`src/rtl/maxpool2x2_bram_ctrl.sv`:
```
// 2x2 stride-2 max-pool controller: even rows park per-pair horizontal maxima in a
// half-row BRAM, odd rows read them back and emit the pooled maximum.
module maxpool2x2_bram_ctrl #(
  parameter int DATA_WIDTH = 8,
  parameter int IMG_WIDTH  = 8,
  parameter int IMG_HEIGHT = 8,
  parameter int ADDR_WIDTH = 4
) (
  input  logic                  clk,
  input  logic                  rst,
  input  logic                  start,
  output logic                  busy,
  output logic                  done,
  input  logic                  in_valid,
  output logic                  in_ready,
  input  logic [DATA_WIDTH-1:0] in_data,
  output logic                  out_valid,
  input  logic                  out_ready,
  output logic [DATA_WIDTH-1:0] out_data,
  output logic                  out_last,
  output logic                  bram_wr_en,
  output logic [ADDR_WIDTH-1:0] bram_wr_addr,
  output logic [DATA_WIDTH-1:0] bram_wr_data,
  output logic [ADDR_WIDTH-1:0] bram_rd_addr,
  input  logic [DATA_WIDTH-1:0] bram_rd_data
);

  localparam int COL_W = $clog2(IMG_WIDTH);
  localparam int ROW_W = $clog2(IMG_HEIGHT);
  localparam logic [COL_W-1:0]      COL_LAST  = COL_W'(IMG_WIDTH - 1);
  localparam logic [ROW_W-1:0]      ROW_LAST  = ROW_W'(IMG_HEIGHT - 1);
  localparam logic [ADDR_WIDTH-1:0] PAIR_LAST = ADDR_WIDTH'(IMG_WIDTH / 2 - 1);

  typedef enum logic [1:0] {
    S_IDLE = 2'd0,
    S_EVEN = 2'd1,
    S_ODD  = 2'd2,
    S_DONE = 2'd3
  } state_t;

  state_t                  state_q, state_d;
  logic [COL_W-1:0]        col_q, col_d;
  logic [ROW_W-1:0]        row_q, row_d;
  logic [ADDR_WIDTH-1:0]   pair_q, pair_d;
  logic [DATA_WIDTH-1:0]   first_q, first_d;
  logic                    out_valid_q, out_valid_d;
  logic [DATA_WIDTH-1:0]   out_data_q, out_data_d;
  logic                    out_last_q, out_last_d;
  logic                    done_q, done_d;

  logic                    pipe_ok;
  logic                    accept;
  logic                    col_last;
  logic                    row_last;
  logic                    out_hs;
  logic [DATA_WIDTH-1:0]   hmax;
  logic [DATA_WIDTH-1:0]   pooled;

  assign pipe_ok  = !out_valid_q || out_ready;
  assign accept   = in_valid && in_ready;
  assign col_last = (col_q == COL_LAST);
  assign row_last = (row_q == ROW_LAST);
  assign out_hs   = out_valid_q && out_ready;
  assign hmax     = (in_data > first_q) ? in_data : first_q;
  assign pooled   = (hmax > bram_rd_data) ? hmax : bram_rd_data;

  always_ff @(posedge clk or negedge rst) begin
    if (!rst) begin
      state_q <= S_IDLE;
    end else begin
      state_q <= state_d;
    end
  end

  always_comb begin
    state_d = state_q;
    case (state_q)
      S_IDLE: state_d = start ? S_EVEN : S_IDLE;
      S_EVEN: state_d = (accept && col_last) ? S_ODD : S_EVEN;
      S_ODD: begin
        if (accept && col_last) begin
          state_d = row_last ? S_DONE : S_EVEN;
        end else begin
          state_d = S_ODD;
        end
      end
      S_DONE:  state_d = (out_hs && out_last_q) ? S_IDLE : S_DONE;
      default: state_d = S_IDLE;
    endcase
  end

  // Write enable follows the accept combinationally so each pair lands in one cycle.
  always_comb begin
    busy       = 1'b0;
    in_ready   = 1'b0;
    bram_wr_en = 1'b0;
    case (state_q)
      S_EVEN: begin
        busy       = 1'b1;
        in_ready   = pipe_ok;
        bram_wr_en = in_valid && pipe_ok && col_q[0];
      end
      S_ODD: begin
        busy     = 1'b1;
        in_ready = pipe_ok;
      end
      default: begin
        busy       = 1'b0;
        in_ready   = 1'b0;
        bram_wr_en = 1'b0;
      end
    endcase
  end

  always_comb begin
    col_d       = col_q;
    row_d       = row_q;
    pair_d      = pair_q;
    first_d     = first_q;
    out_valid_d = out_valid_q;
    out_data_d  = out_data_q;
    out_last_d  = out_last_q;
    done_d      = (state_q == S_DONE) && out_hs && out_last_q;
    if (out_hs) begin
      out_valid_d = 1'b0;
      out_last_d  = 1'b0;
    end else begin
      out_valid_d = out_valid_q;
    end
    if (accept) begin
      if (col_last) begin
        col_d = '0;
        row_d = row_last ? '0 : row_q + 1'b1;
      end else begin
        col_d = col_q + 1'b1;
      end
      if (!col_q[0]) begin
        first_d = in_data;
      end else begin
        // rd_addr only moves here, so the next pair's read has a full cycle to settle.
        pair_d = (pair_q == PAIR_LAST) ? '0 : pair_q + 1'b1;
        if (state_q == S_ODD) begin
          out_data_d  = pooled;
          out_valid_d = 1'b1;
          out_last_d  = row_last && col_last;
        end else begin
          out_data_d = out_data_q;
        end
      end
    end else begin
      col_d = col_q;
    end
  end

  always_ff @(posedge clk or negedge rst) begin
    if (!rst) begin
      col_q       <= '0;
      row_q       <= '0;
      pair_q      <= '0;
      first_q     <= '0;
      out_valid_q <= 1'b0;
      out_data_q  <= '0;
      out_last_q  <= 1'b0;
      done_q      <= 1'b0;
    end else begin
      col_q       <= col_d;
      row_q       <= row_d;
      pair_q      <= pair_d;
      first_q     <= first_d;
      out_valid_q <= out_valid_d;
      out_data_q  <= out_data_d;
      out_last_q  <= out_last_d;
      done_q      <= done_d;
    end
  end

  assign done         = done_q;
  assign out_valid    = out_valid_q;
  assign out_data     = out_data_q;
  assign out_last     = out_last_q;
  assign bram_wr_addr = pair_q;
  assign bram_wr_data = hmax;
  assign bram_rd_addr = pair_q;

endmodule

```
`config.mk`:
```
export PLATFORM = sky130hd
export DESIGN_NAME = maxpool2x2_bram_ctrl
export DESIGN_NICKNAME = d
export VERILOG_FILES = /design/src/rtl/maxpool2x2_bram_ctrl.sv
export SDC_FILE = /design/constraint.sdc
export NUM_CORES = 1
export LEC_CHECK = 0
export CAP_MARGIN = 20
export CORE_MARGIN = 4
export CORE_UTILIZATION = 53
export DETAILED_ROUTE_END_ITERATION = 8
export GPL_TIMING_DRIVEN = 0
export HOLD_SLACK_MARGIN = 0.02
export PLACE_DENSITY = 0.83
export SKIP_LAST_GASP = 1
export SYNTH_ARGS = -nofsm -noshare
export SYNTH_HDL_FRONTEND = slang
export SYNTH_SLANG_ARGS = --single-unit
export TNS_END_PERCENT = 10
```
`constraint.sdc`:
```
create_clock -name clk -period 10.05 [get_ports clk]
set_clock_uncertainty 0.2 [all_clocks]
set_input_delay 1.5075 -clock clk [delete_from_list [all_inputs] [get_ports clk]]
set_output_delay 1.5075 -clock clk [all_outputs]
set_load 0.1 [all_outputs]
```
Word level (Yosys, flattened, before mapping). Cells that the tools add are included.

Output and inout bits: 30. Word-level logic and storage cells: 60. Register bits: 31.

$lt $le $gt $ge: 2. Reductions and logical operators: 17. Bitwise logic cells: 1. Equal/unequal tests: 6. $add $sub $neg: 3. Mux-type cells: 22.

Operator list (number): $gt 8x8->1 (2); $mux 8 (2); $mux 1 (12); $logic_and 1x1->1 (9); $mux 2 (4); $pmux 2 s4 (1); $add 3x1->3 const B (2); $eq 3x3->1 const B (2); $mux 3 (2); $reduce_and 2->1 (3); $add 4x1->4 const B (1); $eq 2x2->1 const B (2); $eq 4x2->1 const B (1); $mux 4 (1); $reduce_and 3->1 (1); $eq 2x1->1 const B (1); $logic_not 2->1 (1); $reduce_or 2->1 (1); $logic_not 1->1 (1); $logic_or 1x1->1 (1); $not 1->1 (1).

Longest topological paths before layout. Gate-level depths: netlist of the first run.

Word-level depth: 7. Depth in mapped cells: 14.

Least setup slack after synthesis of the first run. Ideal clock, no wire load.

Kind: input port to output port. From: input in_data[1]. To: output bram_wr_data[0]. Required time: 8343 ps. Stages on the path: 7. Buffers on the path: 0. Setup slack: 5110 ps. Arrival time: 3233 ps. Cell sequence: ha_1 > nor2b_1 > o211ai_1 > a21oi_1 > o22ai_2 > mux2i_1 > inv_1.

Cells in the longest elaborated chain, start to end: 2.

Ends and longest elaborated chain: start: declaration (line 16) `input logic [DATA_WIDTH-1:0] in_data,`; $gt 8x8->1 (line 64) `assign hmax = (in_data > first_q) ? in_data : first_q;`; $mux 8 (line 64); end: declaration (line 23) `output logic [DATA_WIDTH-1:0] bram_wr_data,`.

Every way passes these cells.

Final worst setup path of the first run.
From: input in_data[1]. To: output bram_wr_data[7].

The elaborated chain is that of the path after synthesis.

==> flow_summary.toml, run 1 <==
[yosys]
synth_fa_ha_area_share_pct = 15.6
post_synth_main_area_contributors = "sky130_fd_sc_hd__dfrtp_1 39%, sky130_fd_sc_hd__ha_1 16%, sky130_fd_sc_hd__mux2_2 11%, sky130_fd_sc_hd__inv_1 3.6%, sky130_fd_sc_hd__a211o_1 3.1%"
synth_xor_xnor_area_share_pct = 0.437
synth_ff_type = "sky130_fd_sc_hd__dfrtp_1"
synthMuxAreaShare_pct = 12.3
synthCells = 190
synth_area_in_compound_gates_pct = 10.2
synth-async-reset-ratio_pct = 100
ys_warn_count = 0
total_of_flip_flops_plus_latches_after_synthesis = 31
mappedNetlistNets = 236
synth_largest_type_area_fraction_pct = 38.8
synth_top_family_by_area = "adder cells"
yosys.area_share.simple_pct = 15.2
synth_top_cell_by_area = "sky130_fd_sc_hd__dfrtp_1"
post_syn_area_per_cell_sq_um = 10.5
synth_edf_count = 0
syn_area_sq_um = 2000
synthDistinctLibCells = 31
synth-seq-area-share_pct = 38.8

[worst_setup_path]
worst_setup_path_end_kind = "output port"
r2r_setup_slack_ps = 5950
worstSetupStartpointType = "primary input"
crit_arrival_ps = 4530
critical_path_required_ps = 8340
critical_path.max_fanout = 8
crit_type = "primary input to output port"

[timing]
report.final.slew_viol_count = 0
number_of_endpoints_with_negative_hold_slack_in_the_final_report = 0
timing.setup.tns_ps = 0
max_freq_mhz = 160
layout_min_cycle_time_ps = 6240
timing.max_slew.rel_slack_pct = 33.0
timing.final.ws_setup_ps = 3810
grt_setup_unrepaired = "no"
worst_pin_slew_ps = 1000
finalCritPeriodShare_pct = 62.1
final-setup-viol-count = 0

[global_route]
grt.busiest_layer = "met2"
number_of_antenna_violations_at_the_first_check_in_global_routing = 0
globalRouteMet2Util_pct = 28.5
groute.layer.met3.usage_pct = 5.80
largest_net_degree_at_the_start_of_global_routing = 32
gr_overflow_total = 0
grt_pass1_vias = 1523
gr-usage-all-layers_pct = 17.5
grt_util_met1_pct = 21.7
grt_pass1_wl_um = 6800

[pwr]
power_report.internal_total_uw = 395
p_sw_uw = 469
comb_power_share_pct = 67.4
power.share.switching_pct = 54.3
power.clock.fraction_pct = 11.2
seq_power_share_pct = 21.4
irDropWorstVdd_mv = 0.277
total_leakage_power_uw = 0.00133
total_power_uw = 864
power_density_nw_per_um2 = 327

[route]
postRouteAntennaNets = 0
drc_errors = 0
detailroute.via_count = 1511
vias_per_cell = 5.12
drt-total-wl_um = 3930
detail_route.first_pass.iterations = 4
routed_wire_length_per_instance_um = 13.3
drt-initial-drc-count = 53

[floorplan]
design.portCount = 51
num_rows = 22
coreArea_sq_um = 3660
fp.dieH_um = 69.5
die_w_um = 69.5
initial_standard_cell_utilization_of_the_core_pct = 54.7
fp.dieArea_sq_um = 4820

[clock_network]
cts-buffers-inserted = 5
cts_tree = "yes"
worst_skew_pair.late_latency_ps = 280
cts-root-to-sink-buffers = 2
clock_transition_at_path_regs_ps = 60
cts.repair.resized = 0
clock-root-buffer = "sky130_fd_sc_hd__clkbuf_8"
cts_htree_levels = 2
cts.sinks = 31
holdBufCountCts = 0
cts_post_setup_buffers_inserted = 0

[place]
post_detailed_placement_half_perimeter_wirelength_um = 3150
io_buffer_count = 50
placement.setup.worst_slack_ps = 3820
gpl.final_weighted_congestion = 0.808
placed_area_sq_um = 2560

[worst_hold_path]
path_category_of_the_worst_min_delay_check = "register to register"

[cells_and_area]
area_growth_pct = 32.1
mostFrequentLayoutCell = "sky130_fd_sc_hd__clkdlybuf4s50_1"
post-route-cell-area_sq_um = 2650
final_nets = 293
antenna_cells_inserted = 0
layout-drive-gt1-share_pct = 18.6
utilization_pct = 72.2
multiInputGateArea_sq_um = 1070
nFillCells = 267
seqCellArea_sq_um = 776
mostFrequentLayoutCells = "49 x sky130_fd_sc_hd__clkdlybuf4s50_1, 31 x sky130_fd_sc_hd__dfrtp_1, 25 x sky130_fd_sc_hd__ha_1, 20 x sky130_fd_sc_hd__mux2_2, 19 x sky130_fd_sc_hd__inv_1"

[outcome]
outcome = "completed"

[flow_run]
max_capacitance_violation_count = 0
per-stage QoR:
stage                     hold WS [ps]  instances
after floorplan                    275        190
after global placement             291        288
after detailed placement           300        288
after CTS                          314        295
after global routing               327        295
final                              309        295
sequential cells by signal, indices dropped and copies added, names as in the netlist:
register / cells
done: 1
row_q: 3
out_data: 8
out_valid: 1
state_q: 2
first_q: 8
out_last: 1
col_q: 3
bram_rd_addr: 4
worst max-delay path, stage by stage:
cell and delay [ps]:
sky130_fd_sc_hd__clkdlybuf4s50_1 450, sky130_fd_sc_hd__ha_1 330, sky130_fd_sc_hd__nor2b_1 140, sky130_fd_sc_hd__o211ai_1 160, sky130_fd_sc_hd__a21oi_1 100, sky130_fd_sc_hd__o22ai_2 400, sky130_fd_sc_hd__mux2_2 300, sky130_fd_sc_hd__clkdlybuf4s50_1 1140
cell type report:
cell class / instances / area share (%)
multi-input cells: 131 / 40.6
flip-flops and latches: 31 / 29.3
repair buffers: 50 / 18.7
clock buffers: 6 / 3.12
plain buffers: 9 / 3.03
inverters: 19 / 2.70
well taps: 48 / 2.27
clock inverters: 1 / 0.189
cell usage after synthesis (2+ instances only):
cell type,number
sky130_fd_sc_hd__dfrtp_1,31
sky130_fd_sc_hd__ha_1,25
sky130_fd_sc_hd__mux2_2,20
sky130_fd_sc_hd__inv_1,19
sky130_fd_sc_hd__nand2_1,13
sky130_fd_sc_hd__a21oi_1,10
sky130_fd_sc_hd__a211o_1,7
sky130_fd_sc_hd__and2_1,7
sky130_fd_sc_hd__and3_1,6
sky130_fd_sc_hd__nand4_1,6
sky130_fd_sc_hd__o21ai_0,6
sky130_fd_sc_hd__nand3_1,5
sky130_fd_sc_hd__buf_4,4
sky130_fd_sc_hd__buf_6,4
sky130_fd_sc_hd__nor2_1,3
sky130_fd_sc_hd__o211ai_1,3
sky130_fd_sc_hd__a21o_1,2
sky130_fd_sc_hd__and2_4,2
sky130_fd_sc_hd__and3_4,2
sky130_fd_sc_hd__mux2i_1,2
sky130_fd_sc_hd__nor2b_1,2
sky130_fd_sc_hd__or2_2,2
power by group through the flow:
stage,combinational (uW),clock (uW),sequential (uW)
6_report,582,96.7,185
2_1_floorplan,423,0,222
4_1_cts,586,100,185
3_5_place_dp,585,0,187
5_1_grt,621,106,190
3_3_place_gp,576,0,185
cells by family (layout without fill, tap and decap cells):
logic type      Yosys count  after routing
buf+inv                  28             85
mux                      22             22
xor+xnor                  1              1
compound gates           31             31
fa+ha+maj                25             25
flops                    31             31
simple gates             52             52
metal layers:
metal | vias up | routed length (um) | part of all wire, %
met5 | - | 0 | 0
met4 | 0 | 29 | 0.74
met3 | 3 | 181 | 4.6
met2 | 28 | 1920 | 49
met1 | 697 | 1800 | 46
li1 | 783 | - | -
worst paths after layout:
path | from | endpoint | cells past startpoint
max in group asynchronous | rst | state_q[0] | 1
worst min register to register | row_q[1] | row_q[1] | 1
worst min-delay path | row_q[1] | row_q[1] | 1
worst max-delay path | in_data[1] | bram_wr_data[7] | 8
min in group asynchronous | rst | bram_rd_addr[0] | 1
worst max register to register | first_q[1] | out_data[5] | 14
No activity file was read; power rests on OpenSTA's default activity.
==> run 2, diff against run 1 <==
- CORE_UTILIZATION: 53 -> 49
- PLACE_DENSITY: 0.83 -> 0.77
- clock period: 10.05 -> 6.3 ns (I/O delays scaled with it)
==> run 2 against run 1 <==
Die area is 7.2% higher; final area stayed put; core utilization is 2.6 points lower; global-route usage is 1.4 points lower; first-iteration DRC count is 3.8% lower; non-clock buffer count stayed put; largest cell class unchanged; count of clock-buffer cells in the layout stayed put.
==> flow_summary.toml, run 2 (synthesis gave the netlist of run 1 again) <==
[outcome]
outcome = "completed"

[floorplan]
fp.dieH_um = 71.9
initial_standard_cell_utilization_of_the_core_pct = 52.7
coreArea_sq_um = 3800
design.portCount = 51
die_w_um = 71.9
num_rows = 22
fp.dieArea_sq_um = 5170

[clock_network]
cts.sinks = 31
worst_skew_pair.late_latency_ps = 280
cts-buffers-inserted = 5
cts.repair.resized = 0
cts_htree_levels = 2
cts_tree = "yes"
clock-root-buffer = "sky130_fd_sc_hd__clkbuf_8"
clock_transition_at_path_regs_ps = 60
holdBufCountCts = 0
cts_post_setup_buffers_inserted = 0
cts-root-to-sink-buffers = 2

[timing]
number_of_endpoints_with_negative_hold_slack_in_the_final_report = 0
timing.final.ws_setup_ps = 1230
final-setup-viol-count = 0
report.final.slew_viol_count = 0
timing.setup.tns_ps = 0
finalCritPeriodShare_pct = 80.5
timing.max_slew.rel_slack_pct = 33.9
layout_min_cycle_time_ps = 5070
grt_setup_unrepaired = "no"
worst_pin_slew_ps = 988
max_freq_mhz = 197

[worst_setup_path]
crit_top_cell = "sky130_fd_sc_hd__clkdlybuf4s50_1"
critical_path.max_stage_delay_ps = 1140
crit_arrival_ps = 3920
crit_path_top_delay_cell = "sky130_fd_sc_hd__clkdlybuf4s50_1"
worst_setup_path_end_kind = "output port"
worstSetupStartpointType = "primary input"
critical_path.max_fanout = 8
crit_chain = "clkdlybuf4s50_1 -> ha_1 -> nor2b_1 -> o211ai_1 -> a21oi_1 -> o22ai_2 -> mux2_2 -> clkdlybuf4s50_1"
crit_type = "primary input to output port"
cp.buffers_inverters = 2
critical_path_required_ps = 5150
top_cell_family_by_delay_on_the_critical_path = "buffers and inverters"

[global_route]
grt_pass1_wl_um = 6530
number_of_antenna_violations_at_the_first_check_in_global_routing = 0
gr_overflow_total = 0
grt_pass1_vias = 1412
largest_net_degree_at_the_start_of_global_routing = 32
gr-usage-all-layers_pct = 16.1

[route]
drt-initial-drc-count = 51
postRouteAntennaNets = 0
drt-total-wl_um = 3920
detail_route.first_pass.iterations = 5
routed_wire_length_per_instance_um = 13.3
drc_errors = 0
detailroute.via_count = 1522
vias_per_cell = 5.16

[cells_and_area]
mostFrequentLayoutCells = "49 x sky130_fd_sc_hd__clkdlybuf4s50_1, 31 x sky130_fd_sc_hd__dfrtp_1, 25 x sky130_fd_sc_hd__ha_1, 20 x sky130_fd_sc_hd__mux2_2, 19 x sky130_fd_sc_hd__inv_1"
final_nets = 293
antenna_cells_inserted = 0
mostFrequentLayoutCell = "sky130_fd_sc_hd__clkdlybuf4s50_1"
layout-drive-gt1-share_pct = 18.6
area_growth_pct = 32.1

[pwr]
irDropWorstVdd_mv = 0.433
power_density_nw_per_um2 = 519
total_leakage_power_uw = 0.00133

[place]
gpl.final_weighted_congestion = 0.846
post_detailed_placement_half_perimeter_wirelength_um = 3070
placement.setup.worst_slack_ps = 1190
io_buffer_count = 50

[worst_hold_path]
path_category_of_the_worst_min_delay_check = "register to register"

[flow_run]
max_capacitance_violation_count = 0
-- run 2: stage by stage --
stage	power (uW)	area [sq um]	cells	hold WS [ps]	util, %
after CTS	1390	2650	295	315	69.6
after floorplan	1030	2000	190	275	-
after global routing	1460	2650	295	337	69.6
after detailed placement	1220	2560	288	301	67.3
after global placement	1220	2560	288	291	67.5
final	1370	2650	295	312	69.6
-- run 2: per-layer routing --
layer  part of all wire (%)  vias up  GRT usage, %  routed length, um
met5                      0        -             0                  0
met4                    1.3        0          5.01                 51
met3                    5.9        5          5.54                233
met2                     46       35          25.2               1790
met1                     47      699          21.0               1840
li1                       -      783             -                  -
-- run 2: final timing paths --
check	start	end	slack [ps]	cells past startpoint
max reg2reg	first_q[1]	out_data[7]	2200	14
max	in_data[1]	bram_wr_data[5]	1230	8
min reg2reg	row_q[0]	row_q[0]	310	1
max in group asynchronous	rst	out_data[7]	4960	1
min	row_q[0]	row_q[0]	310	1
min in group asynchronous	rst	first_q[3]	490	1
-- run 2: layout make-up --
cell class	count	area, sq um
tap	48	60.1
buffer	9	80.1
inverter	19	71.3
sequential	31	776
clock inverter	1	5.00
multi-input combinational	131	1070
clock buffer	6	82.6
timing repair buffer	50	495
fill	324	1150
-- run 2: where the power goes --
| part | leakage [uW] | switching (uW) | internal [uW] | total [uW] |
|---|---|---|---|---|
| logic | 0.000883 | 632 | 289 | 921 |
| registers | 0.000403 | 41.5 | 254 | 295 |
| clock network | 0.0000470 | 71.4 | 85.5 | 157 |
| total | 0.00133 | 745 | 628 | 1370 |
